## src/rtl/audio_min_max_stream.sv

```systemverilog
`default_nettype none
// ============================================================================
// Module   : audio_min_max_stream
// Purpose  : Streaming, multi-channel min/max tracker for interleaved signed
//            PCM samples. A window of 2^WINDOW_LOG2 frames is accepted over a
//            valid/ready handshake, and the per-channel minimum and maximum
//            seen in that window are published together with a one-cycle done
//            pulse.
//
// Parameters:
//   DATA_W      - sample width in bits (two's-complement signed)
//   NUM_CH      - number of interleaved channels (1..16)
//   WINDOW_LOG2 - log2 of frames per window (0..20)
//
// Ports:
//   clk        in   system clock, rising edge
//   reset      in   asynchronous reset, active low
//   start      in   pulse, begins a window when idle
//   abort      in   pulse, cancels a running window (beats a same-cycle accept)
//   in_data    in   sample, channel order 0..NUM_CH-1 repeating
//   in_valid   in   in_data valid
//   in_ready   out  sample accepted this cycle when in_valid is also high
//   busy       out  window in progress (RUN or DONE)
//   d          out  one-cycle pulse, results updated
//   out_min    out  per-channel minimum, channel c at [c*DATA_W +: DATA_W]
//   out_max    out  per-channel maximum, same packing
//   frame_cnt  out  frames accepted in the current window
//   out_peak   out  (AUD_MINMAX_PEAK_EN only) per-channel max(|max|,|min|),
//                   |most-negative| saturated to most-positive
//
// Build option: define AUD_MINMAX_PEAK_EN to add the out_peak output.
//
// Revision : 1.0 - initial release
// ============================================================================
module audio_min_max_stream #(
  parameter int DATA_W      = 32,
  parameter int NUM_CH      = 2,
  parameter int WINDOW_LOG2 = 7
) (
  input  logic                       clk,
  input  logic                       reset,
  input  logic                       start,
  input  logic                       abort,
  input  logic [DATA_W-1:0]          in_data,
  input  logic                       in_valid,
  output logic                       in_ready,
  output logic                       busy,
  output logic                       d,
  output logic [NUM_CH*DATA_W-1:0]   out_min,
  output logic [NUM_CH*DATA_W-1:0]   out_max,
  output logic [WINDOW_LOG2:0]       frame_cnt
`ifdef AUD_MINMAX_PEAK_EN
  ,
  output logic [NUM_CH*DATA_W-1:0]   out_peak
`endif
);

  // --------------------------------------------------------------------------
  // Constants
  // --------------------------------------------------------------------------
  // A single channel still needs a one-bit index register.
  localparam int CH_W = (NUM_CH > 1) ? $clog2(NUM_CH) : 1;

  localparam logic [1:0] ST_IDLE = 2'd0;
  localparam logic [1:0] ST_RUN  = 2'd1;
  localparam logic [1:0] ST_DONE = 2'd2;

  localparam logic [DATA_W-1:0] c_MOST_POS = {1'b0, {(DATA_W-1){1'b1}}};
  localparam logic [DATA_W-1:0] c_MOST_NEG = {1'b1, {(DATA_W-1){1'b0}}};

  localparam int c_LAST_CH_INT    = NUM_CH - 1;
  localparam int c_LAST_FRAME_INT = (1 << WINDOW_LOG2) - 1;
  localparam int c_ONE_INT        = 1;

  localparam logic [CH_W-1:0]      c_LAST_CH    = c_LAST_CH_INT[CH_W-1:0];
  localparam logic [CH_W-1:0]      c_CH_ONE     = c_ONE_INT[CH_W-1:0];
  localparam logic [WINDOW_LOG2:0] c_LAST_FRAME = c_LAST_FRAME_INT[WINDOW_LOG2:0];
  localparam logic [WINDOW_LOG2:0] c_FRAME_ONE  = c_ONE_INT[WINDOW_LOG2:0];

  // --------------------------------------------------------------------------
  // State
  // --------------------------------------------------------------------------
  logic [1:0]                state_q,     state_d;
  logic [CH_W-1:0]           ch_idx_q,    ch_idx_d;
  logic [WINDOW_LOG2:0]      frame_cnt_q, frame_cnt_d;
  logic [NUM_CH*DATA_W-1:0]  run_min_q,   run_min_d;
  logic [NUM_CH*DATA_W-1:0]  run_max_q,   run_max_d;
  logic [NUM_CH*DATA_W-1:0]  out_min_q;
  logic [NUM_CH*DATA_W-1:0]  out_max_q;

  // Running min/max with the current sample folded into its channel.
  logic [NUM_CH*DATA_W-1:0]  w_min_upd;
  logic [NUM_CH*DATA_W-1:0]  w_max_upd;
  logic                      w_load_out;

  generate
    for (genvar c = 0; c < NUM_CH; c++) begin : g_ch
      logic w_sel;
      assign w_sel = (ch_idx_q == CH_W'(c));

      // Strict compares: equal samples leave the running value unchanged.
      assign w_min_upd[c*DATA_W +: DATA_W] =
        (w_sel && ($signed(in_data) < $signed(run_min_q[c*DATA_W +: DATA_W])))
          ? in_data : run_min_q[c*DATA_W +: DATA_W];

      assign w_max_upd[c*DATA_W +: DATA_W] =
        (w_sel && ($signed(in_data) > $signed(run_max_q[c*DATA_W +: DATA_W])))
          ? in_data : run_max_q[c*DATA_W +: DATA_W];
    end
  endgenerate

  // --------------------------------------------------------------------------
  // Next-state logic
  // --------------------------------------------------------------------------
  always_comb begin
    state_d     = state_q;
    ch_idx_d    = ch_idx_q;
    frame_cnt_d = frame_cnt_q;
    run_min_d   = run_min_q;
    run_max_d   = run_max_q;
    w_load_out  = 1'b0;

    case (state_q)
      ST_IDLE: begin
        if (start) begin
          run_min_d   = {NUM_CH{c_MOST_POS}};
          run_max_d   = {NUM_CH{c_MOST_NEG}};
          ch_idx_d    = '0;
          frame_cnt_d = '0;
          state_d     = ST_RUN;
        end
      end

      ST_RUN: begin
        if (abort) begin
          // A sample offered in the abort cycle is dropped.
          state_d = ST_IDLE;
        end else if (in_valid) begin
          run_min_d = w_min_upd;
          run_max_d = w_max_upd;
          if (ch_idx_q == c_LAST_CH) begin
            ch_idx_d    = '0;
            frame_cnt_d = frame_cnt_q + c_FRAME_ONE;
            if (frame_cnt_q == c_LAST_FRAME) begin
              // Publish on the same edge so results are already valid while
              // d is high in the DONE cycle.
              state_d    = ST_DONE;
              w_load_out = 1'b1;
            end
          end else begin
            ch_idx_d = ch_idx_q + c_CH_ONE;
          end
        end
      end

      ST_DONE: begin
        state_d = ST_IDLE;
      end

      default: begin
        state_d = ST_IDLE;
      end
    endcase
  end

  // --------------------------------------------------------------------------
  // Registers
  // --------------------------------------------------------------------------
  always_ff @(posedge clk or negedge reset) begin
    if (!reset) begin
      state_q     <= ST_IDLE;
      ch_idx_q    <= '0;
      frame_cnt_q <= '0;
      run_min_q   <= '0;
      run_max_q   <= '0;
      out_min_q   <= '0;
      out_max_q   <= '0;
    end else begin
      state_q     <= state_d;
      ch_idx_q    <= ch_idx_d;
      frame_cnt_q <= frame_cnt_d;
      run_min_q   <= run_min_d;
      run_max_q   <= run_max_d;
      if (w_load_out) begin
        out_min_q <= run_min_d;
        out_max_q <= run_max_d;
      end
    end
  end

`ifdef AUD_MINMAX_PEAK_EN
  // --------------------------------------------------------------------------
  // Optional peak magnitude
  // --------------------------------------------------------------------------
  logic [NUM_CH*DATA_W-1:0] w_peak;
  logic [NUM_CH*DATA_W-1:0] out_peak_q;

  // Magnitude with the most-negative code saturated to most-positive, so the
  // result always fits a non-negative signed value.
  function automatic logic [DATA_W-1:0] abs_sat(input logic [DATA_W-1:0] v);
    logic [DATA_W-1:0] r;
    if (v == c_MOST_NEG) begin
      r = c_MOST_POS;
    end else if (v[DATA_W-1]) begin
      r = (~v) + {{(DATA_W-1){1'b0}}, 1'b1};
    end else begin
      r = v;
    end
    return r;
  endfunction

  generate
    for (genvar c = 0; c < NUM_CH; c++) begin : g_peak
      logic [DATA_W-1:0] w_abs_min;
      logic [DATA_W-1:0] w_abs_max;
      assign w_abs_min = abs_sat(run_min_d[c*DATA_W +: DATA_W]);
      assign w_abs_max = abs_sat(run_max_d[c*DATA_W +: DATA_W]);
      // Both magnitudes are non-negative, so an unsigned compare suffices.
      assign w_peak[c*DATA_W +: DATA_W] =
        (w_abs_max > w_abs_min) ? w_abs_max : w_abs_min;
    end
  endgenerate

  always_ff @(posedge clk or negedge reset) begin
    if (!reset) begin
      out_peak_q <= '0;
    end else if (w_load_out) begin
      out_peak_q <= w_peak;
    end
  end

  assign out_peak = out_peak_q;
`endif

  // --------------------------------------------------------------------------
  // Outputs
  // --------------------------------------------------------------------------
  assign in_ready  = (state_q == ST_RUN);
  assign busy      = (state_q != ST_IDLE);
  assign d         = (state_q == ST_DONE);
  assign out_min   = out_min_q;
  assign out_max   = out_max_q;
  assign frame_cnt = frame_cnt_q;

endmodule
`default_nettype wire

```

## config.mk

```make
export PLATFORM = sky130hd
export DESIGN_NAME = audio_min_max_stream
export DESIGN_NICKNAME = d
export VERILOG_FILES = /design/src/rtl/audio_min_max_stream.sv
export SDC_FILE = /design/constraint.sdc
export NUM_CORES = 1
export LEC_CHECK = 0
export CORE_ASPECT_RATIO = 1.5
export CORE_MARGIN = 2
export CORE_UTILIZATION = 45
export DETAILED_ROUTE_END_ITERATION = 6
export HOLD_SLACK_MARGIN = 0.05
export PLACE_DENSITY_LB_ADDON = 0.25
export SLEW_MARGIN = 20
export SYNTH_ARGS = -nofsm -noshare
export SYNTH_HDL_FRONTEND = slang
export SYNTH_SLANG_ARGS = --single-unit
```

## constraint.sdc

```tcl
create_clock -name clk -period 3.2 [get_ports clk]
set_clock_uncertainty 0.2 [all_clocks]
set_input_delay 0.64 -clock clk [delete_from_list [all_inputs] [get_ports clk]]
set_output_delay 0.64 -clock clk [all_outputs]
set_load 0.02 [all_outputs]
```

# Yosys cells after proc, flatten, opt, wreduce, memory -nomap -nowiden
# Index checks and enable logic that the tools add are counted.
[word_totals]
reg_bits = 267
out_inout_bits = 139
[op_classes]
n_addsub = 2
order_cmp = 4
eq_ne = 10
n_mux = 33
n_bitwise = 1
reduce_logical = 10
[op_table]
columns = ["operator", "count"]
rows = [
  ["two-way mux 64 bit", 6],
  ["case mux 64 bit (2 select lines)", 2],
  ["two-way mux 32 bit", 4],
  ["greater-than comparator 32 bit", 2],
  ["less-than comparator 32 bit", 2],
  ["two-way mux 8 bit", 4],
  ["case mux 8 bit (2 select lines)", 1],
  ["two-way mux 2 bit", 5],
  ["two-way mux 1 bit", 9],
  ["adder 8 x 1 -> 8 bit (second input constant)", 1],
  ["== test 8 x 7 -> 1 bit (second input constant)", 1],
  ["AND reduction 4 bit", 2],
  ["!= test 2 bit (second input constant)", 3],
  ["!= test 3 x 2 -> 1 bit (second input constant)", 2],
  ["AND reduction 5 bit", 1],
  ["logical AND 1 bit", 4],
  ["case mux 2 bit (2 select lines)", 1],
  ["nonzero test 2 bit", 2],
  ["!= test 3 bit (second input constant)", 1],
  ["== test 2 x 1 -> 1 bit (second input constant)", 1],
  ["== test 2 bit (second input constant)", 1],
  ["logical NOT 2 bit", 1],
  ["!= test 2 x 1 -> 1 bit (second input constant)", 1],
  ["case mux 1 bit (2 select lines)", 1],
  ["other kinds (2)", 2],
]

# Depth between registers and ports, before layout
[depth]
ltp_word = 6
ltp_mapped = 12

# Worst setup path before layout
# OpenSTA, ideal clock, no wires.
[synth_path]
path_type = "in2reg"
startpoint = "in in_data[12]"
endpoint = "reg out_max_q[39] (netlist: out_max[39])"
setup_ns = 0.125
arrival_ns = 2.589
setup_slack_ns = 0.286
stages = 10
cell_sequence = "ha_1 -> a2111oi_2 -> o21ai_1 -> a41oi_1 -> a31oi_1 -> and2_1 -> buf_6 -> buf_6 -> a22o_1 -> mux2_2"
[synth_between]
elab_chain_cells = 6
[synth_lines]
columns = ["element", "line_no", "rtl"]
rows = [
  ["start, declared", "44", "input logic [DATA_W-1:0] in_data,"],
  ["greater-than comparator 32 bit", "107", "(w_sel && ($signed(in_data) > $signed(run_max_q[c*DATA_W +: DATA_W])))"],
  ["logical AND 1 bit", "107", ""],
  ["two-way mux 32 bit", "108", "? in_data : run_max_q[c*DATA_W +: DATA_W];"],
  ["two-way mux 64 bit", "138", "end else if (in_valid) begin"],
  ["two-way mux 64 bit", "135", "if (abort) begin"],
  ["case mux 64 bit (2 select lines)", "123", "case (state_q)"],
  ["net run_max_d[39]", "87", "logic [NUM_CH*DATA_W-1:0] run_max_q, run_max_d;"],
  ["end signal, assigned", "186", "out_max_q <= run_max_d;"],
  ["end, declared", "89", "logic [NUM_CH*DATA_W-1:0] out_max_q;"],
]
# The timed path passes the listed nets, and every way through them passes these cells.
# A chain may end at the register's enable or synchronous reset.

# Worst setup path in the final report
[layout_path]
startpoint = "in in_data[2]"
endpoint = "reg out_min_q[40] (netlist: out_min[40])"
[layout_between]
elab_chain_cells = 6
[layout_lines]
columns = ["element", "line_no", "rtl"]
rows = [
  ["less-than comparator 32 bit", "103", "(w_sel && ($signed(in_data) < $signed(run_min_q[c*DATA_W +: DATA_W])))"],
  ["logical AND 1 bit", "103", ""],
  ["two-way mux 32 bit", "104", "? in_data : run_min_q[c*DATA_W +: DATA_W];"],
  ["two-way mux 64 bit", "138", ""],
  ["two-way mux 64 bit", "135", ""],
  ["case mux 64 bit (2 select lines)", "123", ""],
  ["net run_min_d[40]", "86", "logic [NUM_CH*DATA_W-1:0] run_min_q, run_min_d;"],
  ["end signal, assigned", "185", "out_min_q <= run_min_d;"],
  ["end, declared", "88", "logic [NUM_CH*DATA_W-1:0] out_min_q;"],
]
# The timed path passes the listed nets, and every way through them passes these cells.

==> summary.json <==
{
  "die-height": {"value": 224.1, "unit": "µm"},
  "final.min_clock_period": {"value": 3.316, "unit": "ns"},
  "fill_cells": {"value": 2635},
  "asyncSetResetFlopFracSynth": {"value": 100.0, "unit": "%"},
  "detailedRoute.firstIterationViolations": {"value": 853},
  "cts_max_level": {"value": 1},
  "route.antenna.remaining_nets": {"value": 0},
  "fin_total_pwr": {"value": 10.16, "unit": "mW"},
  "final.setup.tns": {"value": -2.569, "unit": "ns"},
  "violations_in_the_final_reports": {"value": "setup timing"},
  "max_frequency": {"value": 301.6, "unit": "MHz"},
  "netSwitchingPower": {"value": 3.496, "unit": "mW"},
  "final_hpwl_from_detailed_placement": {"value": 29590, "unit": "µm"},
  "timing.max_cap.violations": {"value": 0},
  "chipWidth": {"value": 150.7, "unit": "µm"},
  "power.switching_fraction": {"value": 34.41, "unit": "%"},
  "grt-busiest-layer": {"value": "met2"},
  "timing.final.setup_violations": {"value": 33},
  "yosys_most_used_dff": {"value": "sky130_fd_sc_hd__dfrtp_1"},
  "count_of_flip_flops_with_a_built_in_enable_after_synthesis": {"value": 0},
  "start_util": {"value": 45.64, "unit": "%"},
  "first_global_vias": {"value": 12640},
  "layout_commonest_cell": {"value": "sky130_fd_sc_hd__dfrtp_1"},
  "num_vias": {"value": 12680},
  "layout_common_cells": {"value": "sky130_fd_sc_hd__dfrtp_1 (267), sky130_fd_sc_hd__clkdlybuf4s50_1 (150), sky130_fd_sc_hd__buf_4 (149), sky130_fd_sc_hd__inv_1 (129), sky130_fd_sc_hd__ha_1 (111)"},
  "cts.sink_count": {"value": 267},
  "cts_tree": {"value": "yes"},
  "critical_path.startpoint_type": {"value": "primary input"},
  "cts_made_buffers": {"value": 26},
  "areaGrowthSynthToFinish": {"value": 35.79, "unit": "%"},
  "io-pin-count": {"value": 176},
  "hp-class": {"value": "reg -> reg"},
  "antenna-diode-count": {"value": 0},
  "drc_errors_left": {"value": 0},
  "final.hold.worst_slack": {"value": 0.2778, "unit": "ns"},
  "final_util": {"value": 61.98, "unit": "%"},
  "grt_use_total": {"value": 25.30, "unit": "%"},
  "crit_path_max_fanout": {"value": 7},
  "synth.cell_area": {"value": 0.01453, "unit": "mm²"},
  "area_of_the_multi_input_gates": {"value": 0.007564, "unit": "mm²"},
  "timing.max_slew.rel_slack": {"value": 47.56, "unit": "%"},
  "drt-pass1-iter-count": {"value": 7},
  "route.detailed.vias_per_inst": {"value": 5.822},
  "power_density": {"value": 514.9, "unit": "mW/mm²"},
  "power_report.internal_total": {"value": 6.662, "unit": "mW"},
  "core.rowCount": {"value": 80},
  "synth_sequential_area_ratio": {"value": 45.99, "unit": "%"},
  "synth_seq_cells": {"value": 267},
  "post_drt_wl_per_cell": {"value": 20.29, "unit": "µm"},
  "avgSynthCellArea": {"value": 9.998, "unit": "µm²"},
  "criticalPathCategory": {"value": "in -> reg"},
  "design.die.area": {"value": 0.03377, "unit": "mm²"},
  "grt_max_degree": {"value": 78},
  "fin_nets": {"value": 1914},
  "comb_power_share": {"value": 31.7, "unit": "%"},
  "sequential_cell_area": {"value": 0.006681, "unit": "mm²"},
  "synth.lib_cells_used.distinct": {"value": 53},
  "globalRoute.totalOverflow": {"value": 0},
  "final_layout_size_suffix_gt1_share": {"value": 22.17, "unit": "%"},
  "globalRouteMet1Util": {"value": 33.72, "unit": "%"},
  "worst_pin_slew": {"value": 0.7866, "unit": "ns"},
  "cts-root-buf": {"value": "sky130_fd_sc_hd__clkbuf_16"},
  "power_frac_seq": {"value": 38.1, "unit": "%"},
  "timing.critical_path.arrival": {"value": 3.55, "unit": "ns"},
  "worst_skew_pair_later_pin_latency": {"value": 0.56, "unit": "ns"},
  "worst_setup_path_end_kind": {"value": "flip-flop"},
  "postLayoutSetupSlackWorst": {"value": -0.1158, "unit": "ns"},
  "core_area": {"value": 0.03183, "unit": "mm²"},
  "grt_pass1_wl": {"value": 67840, "unit": "µm"},
  "synthesis.yosys.warnings": {"value": 0},
  "synth_cells": {"value": 1453},
  "power_frac_clock": {"value": 30.2, "unit": "%"},
  "cts-root-to-sink-buffers": {"value": 3},
  "groute.layer.met3.usage": {"value": 2.974, "unit": "%"},
  "timing_hold_violations_final": {"value": 0},
  "worstPathRequired": {"value": 3.43, "unit": "ns"},
  "routabilityCongestion": {"value": 0.8749},
  "grt.met2_usage": {"value": 42.46, "unit": "%"},
  "place.port_buffers": {"value": 175},
  "p_leak": {"value": 9.051, "unit": "nW"},
  "period_share": {"value": 103.6, "unit": "%"},
  "number_of_antenna_violations_at_the_first_check_in_global_routing": {"value": 0},
  "outcome": {"value": "finished with violations"},
  "grt_setup_unrepaired": {"value": "true"},
  "maxSlewViolCount": {"value": 0},
  "net_count_of_the_mapped_netlist": {"value": 1617},
  "cts.clk_slew.worst_paths": {"value": 0.06, "unit": "ns"},
  "peak_supply_drop": {"value": 0.0004099, "unit": "V"},
  "route.final.wire_length": {"value": 44190, "unit": "µm"}
}
-- worst paths after layout --
path	depth (start not counted)	slack, ns	end	start
min in group asynchronous	2	0.43	out_max[42]	reset
max	13	-0.12	out_min[40]	in_data[2]
min reg2reg	2	0.28	out_min[11]	out_min[11]
min	2	0.28	out_min[11]	out_min[11]
max reg2reg	12	-0.07	out_min[40]	run_min_q[49]
max in group asynchronous	3	1.62	frame_cnt[4]	reset
-- layer usage --
layer / vias to the layer above / routed length [µm]
met5: - / 0
met1: 6268 / 18450
li1: 5899 / -
met2: 414 / 21780
met4: 0 / 1904
met3: 100 / 2057
-- synthesized netlist by cell type, types with 4 or more instances --
cell / instances / share of area [%]
sky130_fd_sc_hd__nand3_1: 17 / 0.59
sky130_fd_sc_hd__o31ai_1: 34 / 1.8
sky130_fd_sc_hd__o211ai_1: 6 / 0.31
sky130_fd_sc_hd__clkbuf_1: 72 / 1.9
sky130_fd_sc_hd__nand3b_1: 31 / 1.6
sky130_fd_sc_hd__o311ai_0: 31 / 1.9
sky130_fd_sc_hd__xor2_1: 4 / 0.24
sky130_fd_sc_hd__mux2_2: 63 / 4.9
sky130_fd_sc_hd__nor3_1: 37 / 1.3
sky130_fd_sc_hd__nor4_1: 33 / 1.4
sky130_fd_sc_hd__nand2_1: 107 / 2.8
sky130_fd_sc_hd__dfrtp_1: 267 / 46
sky130_fd_sc_hd__nor2_1: 53 / 1.4
sky130_fd_sc_hd__a21oi_1: 111 / 3.8
sky130_fd_sc_hd__inv_1: 133 / 3.4
sky130_fd_sc_hd__nor2b_1: 7 / 0.30
sky130_fd_sc_hd__and4_1: 4 / 0.24
sky130_fd_sc_hd__buf_1: 5 / 0.13
sky130_fd_sc_hd__ha_1: 127 / 11
sky130_fd_sc_hd__o22a_1: 31 / 1.9
sky130_fd_sc_hd__nand4_1: 23 / 0.99
sky130_fd_sc_hd__and3_1: 33 / 1.4
sky130_fd_sc_hd__o21ai_0: 82 / 2.8
sky130_fd_sc_hd__a22o_1: 62 / 3.7
sky130_fd_sc_hd__buf_6: 7 / 0.54
sky130_fd_sc_hd__a211oi_1: 5 / 0.26
sky130_fd_sc_hd__o21a_1: 5 / 0.26
sky130_fd_sc_hd__buf_2: 13 / 0.45
sky130_fd_sc_hd__a21o_1: 11 / 0.57
-- worst max-delay path, stage by stage --
cell and delay, ns:
sky130_fd_sc_hd__clkdlybuf4s50_1 0.42, sky130_fd_sc_hd__buf_6 0.16, sky130_fd_sc_hd__ha_4 0.27, sky130_fd_sc_hd__nand2_1 0.07, sky130_fd_sc_hd__o21ai_2 0.17, sky130_fd_sc_hd__a21oi_2 0.09
sky130_fd_sc_hd__o211ai_1 0.39, sky130_fd_sc_hd__o211ai_2 0.19, sky130_fd_sc_hd__buf_4 0.19, sky130_fd_sc_hd__a41o_4 0.30, sky130_fd_sc_hd__buf_12 0.18, sky130_fd_sc_hd__o22a_1 0.21
sky130_fd_sc_hd__mux2_4 0.26
-- layout make-up --
cell class,instances,share of cell area (%)
Clock inverter,12,0.5137
Sequential cell,267,33.87
Tap cell,410,2.600
Inverter,133,2.531
Multi-Input combinational cell,956,38.34
Clock buffer,34,3.710
Timing Repair Buffer,366,18.44
-- what timing repair did --
item	CTS	global route
resized for setup	64	105
endpoints found under the setup margin	156	185
buffers inserted	20	9
pin swaps	48	35
hold endpoints to repair	53	0
hold buffers	1	0
cloned	3	7
-- registers in the layout, indices dropped and copies added (netlist names) --
signal,count
out_max,64
out_min,64
run_max_q,64
run_min_q,64
frame_cnt,8
state_q,2
ch_idx_q,1
-- kinds of logic (layout without fill, tap and decap cells) --
group           Yosys count  after routing  synth area share (%)
compound gates          404            404                 18.84
simple gates            355            355                 12.51
flops                   267            267                 45.99
buf+inv                 230            545                 6.416
fa+ha+maj               127            127                 10.94
mux                      63             63                 4.883
xor+xnor                  7              7                0.4220
-- power groups by stage --
stage	Sequential [mW]	Combinational [mW]	Clock, mW
6_report	3.87	3.22	3.07
5_1_grt	3.91	3.58	3.25
4_1_cts	3.87	2.99	3.14
3_5_place_dp	3.93	2.90	0
3_3_place_gp	3.92	2.79	0
2_1_floorplan	3.88	1.88	0
-- per-stage QoR --
stage	instance area, µm²	worst slack (ns)	std cells
6_report	19730	-0.1158	2178
3_5_place_dp	17780	-0.9753	2092
3_3_place_gp	17780	-1.014	2092
5_1_grt	19730	-0.1945	2178
4_1_cts	19040	-0.08210	2162
2_1_floorplan	14530	0.2859	1453
No activity file was read; power rests on OpenSTA's default activity.
